[config.mk]
export PLATFORM = sky130hd
export DESIGN_NAME = rr_arbiter_4
export DESIGN_NICKNAME = d
export VERILOG_FILES = /design/src/rtl/rr_arbiter_4_pkg.sv /design/src/rtl/rr_arbiter_4_decoder_2to4.sv /design/src/rtl/rr_arbiter_4.sv
export SDC_FILE = /design/constraint.sdc
export NUM_CORES = 1
export LEC_CHECK = 0
export ABC_AREA = 1
export BUFFER_PORTS_ARGS = -buffer_cell sky130_fd_sc_hd__clkbuf_2
export CAP_MARGIN = 20
export CORE_MARGIN = 2
export CORE_UTILIZATION = 62
export CTS_CLUSTER_DIAMETER = 30
export DETAILED_ROUTE_END_ITERATION = 8
export HOLD_SLACK_MARGIN = 0.1
export PLACE_DENSITY = 0.83
export SYNTH_ARGS = -nofsm -noshare
export SYNTH_HDL_FRONTEND = slang
export SYNTH_HIERARCHICAL = 1
export SYNTH_SLANG_ARGS = --single-unit
[constraint.sdc]
create_clock -name clk -period 3.4 [get_ports clk]
set_input_delay 0.68 -clock clk [delete_from_list [all_inputs] [get_ports clk]]
set_output_delay 0.68 -clock clk [all_outputs]
set_load 0.02 [all_outputs]
[src/rtl/rr_arbiter_4_pkg.sv]
// -----------------------------------------------------------------------------
// rr_arbiter_4_pkg
//
// Shared definitions for the four-requester round-robin arbiter:
//   - requester count and index width
//   - FSM state encodings (IDLE / BUSY)
//   - rr_scan(): rotating first-set-bit search used for every arbitration
//
// No ports (package).
// -----------------------------------------------------------------------------
package rr_arbiter_4_pkg;

  localparam int NUM_REQ = 4;
  localparam int IDX_W   = 2;

  // FSM encodings kept as plain constants so older code that compares
  // against raw bit patterns keeps working.
  localparam logic [0:0] IDLE = 1'b0;
  localparam logic [0:0] BUSY = 1'b1;

  // Result of a rotating priority scan.
  typedef struct packed {
    logic             found;
    logic [IDX_W-1:0] idx;
  } scan_t;

  // Returns the first set bit of req, scanning start, start+1, ... modulo
  // NUM_REQ. The loop runs from the far end towards start so that the
  // closest candidate is written last and therefore wins.
  function automatic scan_t rr_scan(input logic [NUM_REQ-1:0] req,
                                    input logic [IDX_W-1:0]   start);
    scan_t            res;
    logic [IDX_W-1:0] idx;
    res = '0;
    for (int k = NUM_REQ - 1; k >= 0; k--) begin
      // 2-bit addition wraps naturally, giving the modulo-4 walk.
      idx = start + IDX_W'(k);
      if (req[idx]) begin
        res.found = 1'b1;
        res.idx   = idx;
      end
    end
    return res;
  endfunction

endpackage

[src/rtl/rr_arbiter_4_decoder_2to4.sv]
// -----------------------------------------------------------------------------
// decoder_2to4
//
// Purely combinational 2-to-4 one-hot decoder used to build the grant bus
// from the registered winner index.
//
// Ports:
//   s1, s0  in   select, s1 is the MSB
//   o0..o3  out  one-hot outputs, o<n> = 1 when {s1,s0} == n
// -----------------------------------------------------------------------------
module decoder_2to4
  import rr_arbiter_4_pkg::*;
(
  input  logic s1,
  input  logic s0,
  output logic o0,
  output logic o1,
  output logic o2,
  output logic o3
);

  logic [IDX_W-1:0]   sel;
  logic [NUM_REQ-1:0] dec;

  assign sel = {s1, s0};

  for (genvar gi = 0; gi < NUM_REQ; gi++) begin : g_dec
    assign dec[gi] = (sel == IDX_W'(gi));
  end

  assign o0 = dec[0];
  assign o1 = dec[1];
  assign o2 = dec[2];
  assign o3 = dec[3];

endmodule

[src/rtl/rr_arbiter_4.sv]
// -----------------------------------------------------------------------------
// rr_arbiter_4
//
// Four-requester round-robin arbiter with a hold limit. The owner index is
// registered; the one-hot grant is decoded from that register and gated by
// grant_valid, so outputs never depend combinationally on req.
//
// Parameters:
//   MAX_HOLD  max consecutive grant cycles while someone else waits
//             (0 = unlimited)
//   CNT_W     hold counter width, 2**CNT_W must exceed MAX_HOLD
//
// Ports:
//   clk          in   system clock, all state changes on posedge
//   rst_n        in   synchronous active-low reset
//   req[3:0]     in   request vector, bit i = requester i
//   grant[3:0]   out  one-hot grant, zero when grant_valid = 0
//   grant_id     out  index of the current owner (last owner when idle)
//   grant_valid  out  resource currently granted
// -----------------------------------------------------------------------------
module rr_arbiter_4
  import rr_arbiter_4_pkg::*;
#(
  parameter int MAX_HOLD = 4,
  parameter int CNT_W    = 3
) (
  input  logic               clk,
  input  logic               rst_n,
  input  logic [NUM_REQ-1:0] req,
  output logic [NUM_REQ-1:0] grant,
  output logic [IDX_W-1:0]   grant_id,
  output logic               grant_valid
);

  localparam logic [CNT_W-1:0] CNT_ONE = CNT_W'(1);
  // With no hold limit the counter only needs to stop somewhere; it parks
  // at all-ones and is never used for a decision.
  localparam logic [CNT_W-1:0] HOLD_SAT =
    (MAX_HOLD == 0) ? {CNT_W{1'b1}} : CNT_W'(MAX_HOLD);
  localparam logic HOLD_EN = (MAX_HOLD != 0);

  logic [0:0]         state_reg,       state_next;
  logic [IDX_W-1:0]   grant_id_reg,    grant_id_next;
  logic               grant_valid_reg, grant_valid_next;
  logic [IDX_W-1:0]   ptr_reg,         ptr_next;
  logic [CNT_W-1:0]   hold_cnt_reg,    hold_cnt_next;

  logic [NUM_REQ-1:0] owner_mask;
  logic [NUM_REQ-1:0] others;
  logic               owner_req;
  logic               hold_limit;
  logic               rotate;
  logic [IDX_W-1:0]   rot_ptr;
  scan_t              idle_scan;
  scan_t              rot_scan;
  logic [NUM_REQ-1:0] dec_out;

  // ---------------------------------------------------------------------------
  // Arbitration terms
  // ---------------------------------------------------------------------------
  assign owner_mask = NUM_REQ'(1) << grant_id_reg;
  assign owner_req  = |(req & owner_mask);
  // The owner is always excluded from re-arbitration: on release its bit is
  // already clear, on a forced rotate it must lose even if it is next in line.
  assign others     = req & ~owner_mask;
  assign rot_ptr    = grant_id_reg + IDX_W'(1);
  assign hold_limit = HOLD_EN && (hold_cnt_reg == HOLD_SAT);
  assign rotate     = !owner_req || (hold_limit && (|others));

  assign idle_scan  = rr_scan(req, ptr_reg);
  assign rot_scan   = rr_scan(others, rot_ptr);

  // ---------------------------------------------------------------------------
  // Next-state logic
  // ---------------------------------------------------------------------------
  always_comb begin
    state_next       = state_reg;
    grant_id_next    = grant_id_reg;
    grant_valid_next = grant_valid_reg;
    ptr_next         = ptr_reg;
    hold_cnt_next    = hold_cnt_reg;

    case (state_reg)
      IDLE: begin
        if (idle_scan.found) begin
          state_next       = BUSY;
          grant_id_next    = idle_scan.idx;
          grant_valid_next = 1'b1;
          hold_cnt_next    = CNT_ONE;
        end
      end

      BUSY: begin
        if (rotate) begin
          // Release or forced rotate: pointer moves past the owner and the
          // next winner is chosen on this same edge (no idle bubble).
          ptr_next = rot_ptr;
          if (rot_scan.found) begin
            grant_id_next = rot_scan.idx;
            hold_cnt_next = CNT_ONE;
          end else begin
            state_next       = IDLE;
            grant_valid_next = 1'b0;
          end
        end else if (hold_cnt_reg != HOLD_SAT) begin
          hold_cnt_next = hold_cnt_reg + CNT_ONE;
        end
      end

      default: begin
        state_next       = IDLE;
        grant_valid_next = 1'b0;
      end
    endcase
  end

  // ---------------------------------------------------------------------------
  // State registers
  // ---------------------------------------------------------------------------
  always_ff @(posedge clk) begin
    if (!rst_n) begin
      state_reg       <= IDLE;
      grant_id_reg    <= '0;
      grant_valid_reg <= 1'b0;
      ptr_reg         <= '0;
      hold_cnt_reg    <= '0;
    end else begin
      state_reg       <= state_next;
      grant_id_reg    <= grant_id_next;
      grant_valid_reg <= grant_valid_next;
      ptr_reg         <= ptr_next;
      hold_cnt_reg    <= hold_cnt_next;
    end
  end

  // ---------------------------------------------------------------------------
  // Grant bus: decoded owner index gated by valid
  // ---------------------------------------------------------------------------
  decoder_2to4 u_dec (
    .s1 (grant_id_reg[1]),
    .s0 (grant_id_reg[0]),
    .o0 (dec_out[0]),
    .o1 (dec_out[1]),
    .o2 (dec_out[2]),
    .o3 (dec_out[3])
  );

  assign grant       = dec_out & {NUM_REQ{grant_valid_reg}};
  assign grant_id    = grant_id_reg;
  assign grant_valid = grant_valid_reg;

endmodule
==> metrics, run 1 <==
critical path's slowest cell=sky130_fd_sc_hd__dfxtp_1; setup repair bufs after CTS=0; number of nets in the final layout=229; R2R cell count=14; count of instances resized after the clock tree is built=0; commonest cells after routing, fill and taps aside=sky130_fd_sc_hd__nand2_1, sky130_fd_sc_hd__inv_1, sky130_fd_sc_hd__nor2_1, sky130_fd_sc_hd__nand3_1, sky130_fd_sc_hd__clkbuf_2; Syn-to-layout area delta=9.39%; nature of the critical path endpoint=register; flip-flop count of the largest register after layout=3; fraction of the yosys area taken by sequential cells=0.159; TritonCTS clock tree=done; Crit path top cell by count=sky130_fd_sc_hd__nand2_2; detailed-route wire length=2640 µm; reg-to-reg setup timing slack=1.27 ns; grt ovf=0; count of maximum capacitance violations=0; gp weighted congestion=0.919; initial drt markers=32; Overall Power=1.09 mW; Detail Route Antenna Nets=0; leakage power figure=0.717 nW; share of layout cells above drive strength 1=0.210; Critical Path, Cell by Cell=inv_1 -> ha_1 -> inv_2 -> nand2_1 -> nand2_2 -> nand3_2 -> nand2_2 -> nand3_2 -> inv_1 -> nand2_2 -> nand2_4 -> nand2_1 -> o21ai_1 -> nor2_1; DRC violations left=0; #FFs+latches synth=9; worst hold path cell count=2; wire length of the first global-routing pass=4200 µm; placement row count=15; Vias=1,215; Final Setup Violations=0; initial antenna violation count=0; post-route fraction of the period consumed by the critical path=0.625; startpoint of the lowest-slack register-to-register path=grant_id[1]$_SDFFE_PN0P_; Post-CTS Hold Fix Bufs=0; Worst Setup SP=grant_id[1]$_SDFFE_PN0P_; number of buffers created by CTS=3; effective utilization at floorplan=0.656; number of iterations in the first detailed-routing pass=4; final critical-path required period=2.13 ns; mean instance size in the synthesized netlist=5.69 µm²; leading area contributor after synthesis=sky130_fd_sc_hd__nand2_1; Clk Latency, worst-skew pair=0.26 ns; leading cell type in the layout, fill and taps excluded=sky130_fd_sc_hd__nand2_1; non-filler instance count after layout=239; Cells after Synth=199; final-report hold violation count=0; Root Driver=sky130_fd_sc_hd__clkbuf_4; timing-limited maximum frequency=470 MHz; CP startpoint kind=register; final count of pins violating max slew=0; Detail Placement HPWL=2150 µm; number of H-tree levels=1; proportion of netlist area held by the largest area contributor=0.259; WS Path Type=register to register; net count after synthesis=213; Inserted Diodes=0; Cell Area, Placed=0.00121 mm²; DIE AREA=0.00218 mm²; worst relative slew slack=0.806; Chip Height=46.7 µm; final instance area=0.00124 mm²; endpoint of the worst register-to-register path=hold_cnt_reg[1]$_SDFFE_PN0P_; Peak VDD IR=605 µV; WHS=0.509 ns; P per Cell Area=884 mW/mm²; RSZ-0062 raised after global routing=no; maximum number of pins on one net before global-route repair=16; biggest cell delay along the critical path=0.48 ns; Netlist cell types=26; Critical path destination=hold_cnt_reg[1]$_SDFFE_PN0P_; Tightest Hold Check Type=register to register; Data arrival, critical path=2.28 ns; Routed wire per std cell=11.1 µm; biggest fanout along the worst timing path=9; floorplan core area=0.00173 mm²; die boundary width=46.7 µm; Critical Path RT=3.56 ns; number of global-route vias before repair=1,062; clock edge transition at the registers on the reported setup and hold paths=0.06 ns; result of the run=complete, no violations; placed cells=235; GR Util All Layers=0.268; mapped cell area=0.00113 mm²; Syn. warnings=6; origin of the worst min-delay path=hold_cnt_reg[0]$_SDFFE_PN0P_; detail-routed via count per cell=5.08; largest cells by area after synthesis=sky130_fd_sc_hd__nand2_1, sky130_fd_sc_hd__dfxtp_1, sky130_fd_sc_hd__ha_1, sky130_fd_sc_hd__inv_1, sky130_fd_sc_hd__nand3_1; pin slew with the least headroom to its limit=0.291 ns; Clock Skews=0.00116 ns; I/O pin count=13; maximum clock insertion buffer count=2; Setup TNS Final=0 ns; PortBufs=12; CTS sink cnt=9
final cells by class:
cell class / count / area, µm²
timing repair buffer: 13 / 67.6
tap: 25 / 31.3
multi-input combinational: 157 / 812
inverter: 31 / 121
clock buffer: 4 / 26.3
fill: 170 / 488
sequential: 9 / 180
cells by family after synthesis:
logic type / after synthesis / synth area share
AOI/OAI and AO/OA: 21 / 0.105
buffers and inverters: 33 / 0.124
DFF: 9 / 0.159
xor gates and xnor gates: 1 / 0.00774
adders and majority gates: 8 / 0.0884
and+or+nand+nor: 127 / 0.516
power by group:
group | switching [mW] | leakage (nW) | internal [mW] | total (mW)
Clock | 0.0353 | 0.0150 | 0.0451 | 0.0804
Sequential | 0.0465 | 0.0746 | 0.138 | 0.185
Combinational | 0.548 | 0.628 | 0.281 | 0.829
worst min path at each step:
stage / to / slack (ns)
after detailed placement: hold_cnt_reg[2]$_SDFFE_PN0P_ / 0.49
after global placement: hold_cnt_reg[2]$_SDFFE_PN0P_ / 0.48
after floorplan: hold_cnt_reg[2]$_SDFFE_PN0P_ / 0.47
final: hold_cnt_reg[0]$_SDFFE_PN0P_ / 0.51
after CTS: hold_cnt_reg[2]$_SDFFE_PN0P_ / 0.51
after global routing: hold_cnt_reg[2]$_SDFFE_PN0P_ / 0.52
metal layers:
layer / GRT usage / wire length [µm]
met5: 0 / 0
met2: 0.461 / 1260
met3: 0.0231 / 87
met4: 0.139 / 46
met1: 0.333 / 1250
through the flow:
stage | util | setup WS, ns
global placement | 0.702 | 1.41
finish | 0.717 | 1.27
global route | 0.717 | 1.09
CTS | 0.717 | 1.28
detailed placement | 0.702 | 1.30
floorplan | - | 1.26
worst max-delay path, delay by kind of cell, from the launching register on:
kind,cells,cell delay (ns)
compound gates,1,0.07
simple gates,9,0.71
buf+inv,3,0.37
fa+ha+maj,1,0.39
flops,1,0.48
Yosys cell counts:
library cell	count
sky130_fd_sc_hd__o21bai_1	1
sky130_fd_sc_hd__dfxtp_1	9
sky130_fd_sc_hd__ha_1	8
sky130_fd_sc_hd__buf_6	1
sky130_fd_sc_hd__nand3b_1	1
sky130_fd_sc_hd__o31ai_1	1
sky130_fd_sc_hd__a21oi_1	7
sky130_fd_sc_hd__o21ai_1	7
sky130_fd_sc_hd__xnor2_1	1
sky130_fd_sc_hd__nor2_1	13
sky130_fd_sc_hd__a31oi_1	1
sky130_fd_sc_hd__a21oi_2	2
sky130_fd_sc_hd__inv_2	6
sky130_fd_sc_hd__inv_6	1
sky130_fd_sc_hd__nand4_1	1
sky130_fd_sc_hd__nand3_2	5
sky130_fd_sc_hd__inv_1	24
sky130_fd_sc_hd__nor2_2	3
sky130_fd_sc_hd__nand2_1	78
sky130_fd_sc_hd__buf_4	1
sky130_fd_sc_hd__nor3_1	2
sky130_fd_sc_hd__nand2_4	2
sky130_fd_sc_hd__nor2_4	1
sky130_fd_sc_hd__o21ai_0	2
sky130_fd_sc_hd__nand2_2	9
sky130_fd_sc_hd__nand3_1	12
(Power assumes the default switching activity.)
==> run 2: changes to the inputs <==
Settings changed: CORE_UTILIZATION 62 to 52, PLACE_DENSITY 0.83 to 0.74.
Clock period 3.4 ns to 1.7 ns, I/O delays scaled along.
==> run 2 against run 1 <==
Core utilization fell by 2.4 points. The flow now finishes with violations (negative setup slack). Setup slack got worse by 1.3 ns. Die area rose by 18%. Critical endpoint is now grant_id[0]$_SDFFE_PN0P_. Largest power group unchanged.
==> metrics, run 2 (synthesized netlist as in run 1, its figures left out) <==
floorplan core area=0.00200 mm²; clock edge transition at the registers on the reported setup and hold paths=0.06 ns; number of nets in the final layout=241; WS Path Type=register to register; post-route fraction of the period consumed by the critical path=1.01; switching power=1.41 mW; number of iterations in the first detailed-routing pass=4; crit path setup slack, layout=-0.0155 ns; leakage power figure=0.792 nW; share of layout cells above drive strength 1=0.296; Detail Route Antenna Nets=0; P per Cell Area=1880 mW/mm²; RSZ-0062 raised after global routing=yes; number of global-route vias before repair=1,161; worst relative slew slack=0.795; initial drt markers=40; final count of pins violating max slew=0; sequential cell fraction of total power=0.144; CP startpoint kind=register; clock network fraction of total power=0.065; Clock Skews=0.00257 ns; Peak VDD IR=1290 µV; violations in the final reports=negative setup slack; commonest cells after routing, fill and taps aside=sky130_fd_sc_hd__nand2_1, sky130_fd_sc_hd__inv_1, sky130_fd_sc_hd__nor2_1, sky130_fd_sc_hd__buf_4, sky130_fd_sc_hd__nand3_1; detailed-route wire length=2830 µm; area used by multi-input combinational logic=860 µm²; Root Driver=sky130_fd_sc_hd__clkbuf_4; final core occ=0.694; Inserted Diodes=0; pin slew with the least headroom to its limit=0.307 ns; placement row count=16; Critical Path RT=1.90 ns; DIE AREA=0.00257 mm²; die boundary width=50.7 µm; Fillers=182; Final Setup Violations=1; number of H-tree levels=1; Clk Latency, worst-skew pair=0.27 ns; area occupied by registers=185 µm²; count of maximum capacitance violations=0; flip-flop count of the largest register after layout=3; Syn-to-layout area delta=22.7%; timing-limited maximum frequency=583 MHz; nature of the critical path endpoint=register; Tightest Hold Check Type=input pin to register; gp weighted congestion=1.01; initial antenna violation count=0; final critical-path required period=1.72 ns; detail-routed via count per cell=5.14; Overall Power=2.61 mW; number of buffers created by CTS=3; effective utilization at floorplan=0.566; Detail Placement HPWL=2260 µm; Net Sw Frac=0.543; CTS sink cnt=9; maximum number of pins on one net before global-route repair=10; Routed wire per std cell=11.2 µm; maximum clock insertion buffer count=2; Chip Height=50.7 µm; wire length of the first global-routing pass=4880 µm; TritonCTS clock tree=done; leading cell type in the layout, fill and taps excluded=sky130_fd_sc_hd__nand2_1; Data arrival, critical path=1.92 ns; biggest fanout along the worst timing path=6; final-report hold violation count=0; cell-internal power=1.19 mW; result of the run=complete, but fails checks; portion of total power attributed to combinational logic=0.791; GR Util All Layers=0.247; I/O pin count=13; grt ovf=0; PortBufs=12; DRC violations left=0; Vias=1,300
## run 2: cell types whose count changed in the layout (fill, tap and decap cells not counted), sizes merged
cell | previous run | this run
clkbuf | 16 | 15
buf | 1 | 14
## run 2: final cells by class
| type | count | share of cell area |
|---|---|---|
| tap | 27 | 0.0243 |
| multi-input combinational | 157 | 0.619 |
| clock buffer | 4 | 0.0189 |
| sequential | 9 | 0.133 |
| inverter | 31 | 0.0910 |
| timing repair buffer | 25 | 0.114 |
## run 2: power groups by stage
stage | sequential, mW | combinational [mW] | clock [mW]
after global routing | 0.390 | 2.30 | 0.185
after global placement | 0.372 | 1.84 | 0
final | 0.376 | 2.06 | 0.170
after detailed placement | 0.373 | 1.88 | 0
after CTS | 0.372 | 2.02 | 0.172
after floorplan | 0.392 | 1.38 | 0
## run 2: metal layers
metal | global-route usage | up-vias | routed length, µm
met3 | 0.0327 | 12 | 119
li1 | - | 677 | -
met2 | 0.428 | 40 | 1350
met1 | 0.299 | 571 | 1280
met5 | 0 | - | 0
met4 | 0.117 | 0 | 84
## run 2: repair_timing
action	in CTS	in global routing
pin swaps	3	3
endpoints found under the hold margin	0	0
setup buffers	2	0
cloned	0	0
endpoints found under the setup margin	3	9
resized for setup	5	7
hold buffers	0	0
## run 2: worst paths after layout
| check | cells past startpoint | endpoint | startpoint | slack, ns |
|---|---|---|---|---|
| setup / recovery | 14 | grant_id[0]$_SDFFE_PN0P_ | grant_id[0]$_SDFFE_PN0P_ | -0.02 |
| hold / removal | 3 | grant_id[1]$_SDFFE_PN0P_ | rst_n | 0.37 |
| setup reg to reg | 14 | grant_id[0]$_SDFFE_PN0P_ | grant_id[0]$_SDFFE_PN0P_ | -0.02 |
| hold reg to reg | 2 | hold_cnt_reg[2]$_SDFFE_PN0P_ | hold_cnt_reg[2]$_SDFFE_PN0P_ | 0.49 |
## run 2: worst max-delay path, stage by stage (launching register included)
cell	delay, ns
sky130_fd_sc_hd__dfxtp_4	0.40
sky130_fd_sc_hd__inv_8	0.05
sky130_fd_sc_hd__ha_4	0.29
sky130_fd_sc_hd__inv_4	0.05
sky130_fd_sc_hd__nor2_4	0.11
sky130_fd_sc_hd__nand2_2	0.08
sky130_fd_sc_hd__nand2_2	0.10
sky130_fd_sc_hd__a21oi_2	0.05
sky130_fd_sc_hd__nand3_4	0.09
sky130_fd_sc_hd__nand2_2	0.06
sky130_fd_sc_hd__nand2_2	0.09
sky130_fd_sc_hd__nand3_2	0.07
sky130_fd_sc_hd__nand2_1	0.06
sky130_fd_sc_hd__nand2_1	0.05
sky130_fd_sc_hd__nor2_1	0.08
## run 2: through the flow
step                setup WS (ns)  hold slack [ns]  setup TNS (ns)  instances  cell area [µm²]
floorplan                 -0.0657            0.451          -0.174        199             1160
global placement           0.0137            0.484               0        247             1310
detailed placement        -0.0250            0.485         -0.0564        247             1310
CTS                      0.000409            0.355               0        253             1370
global route               -0.160            0.377          -0.785        253             1390
finish                    -0.0155            0.370         -0.0155        253             1390
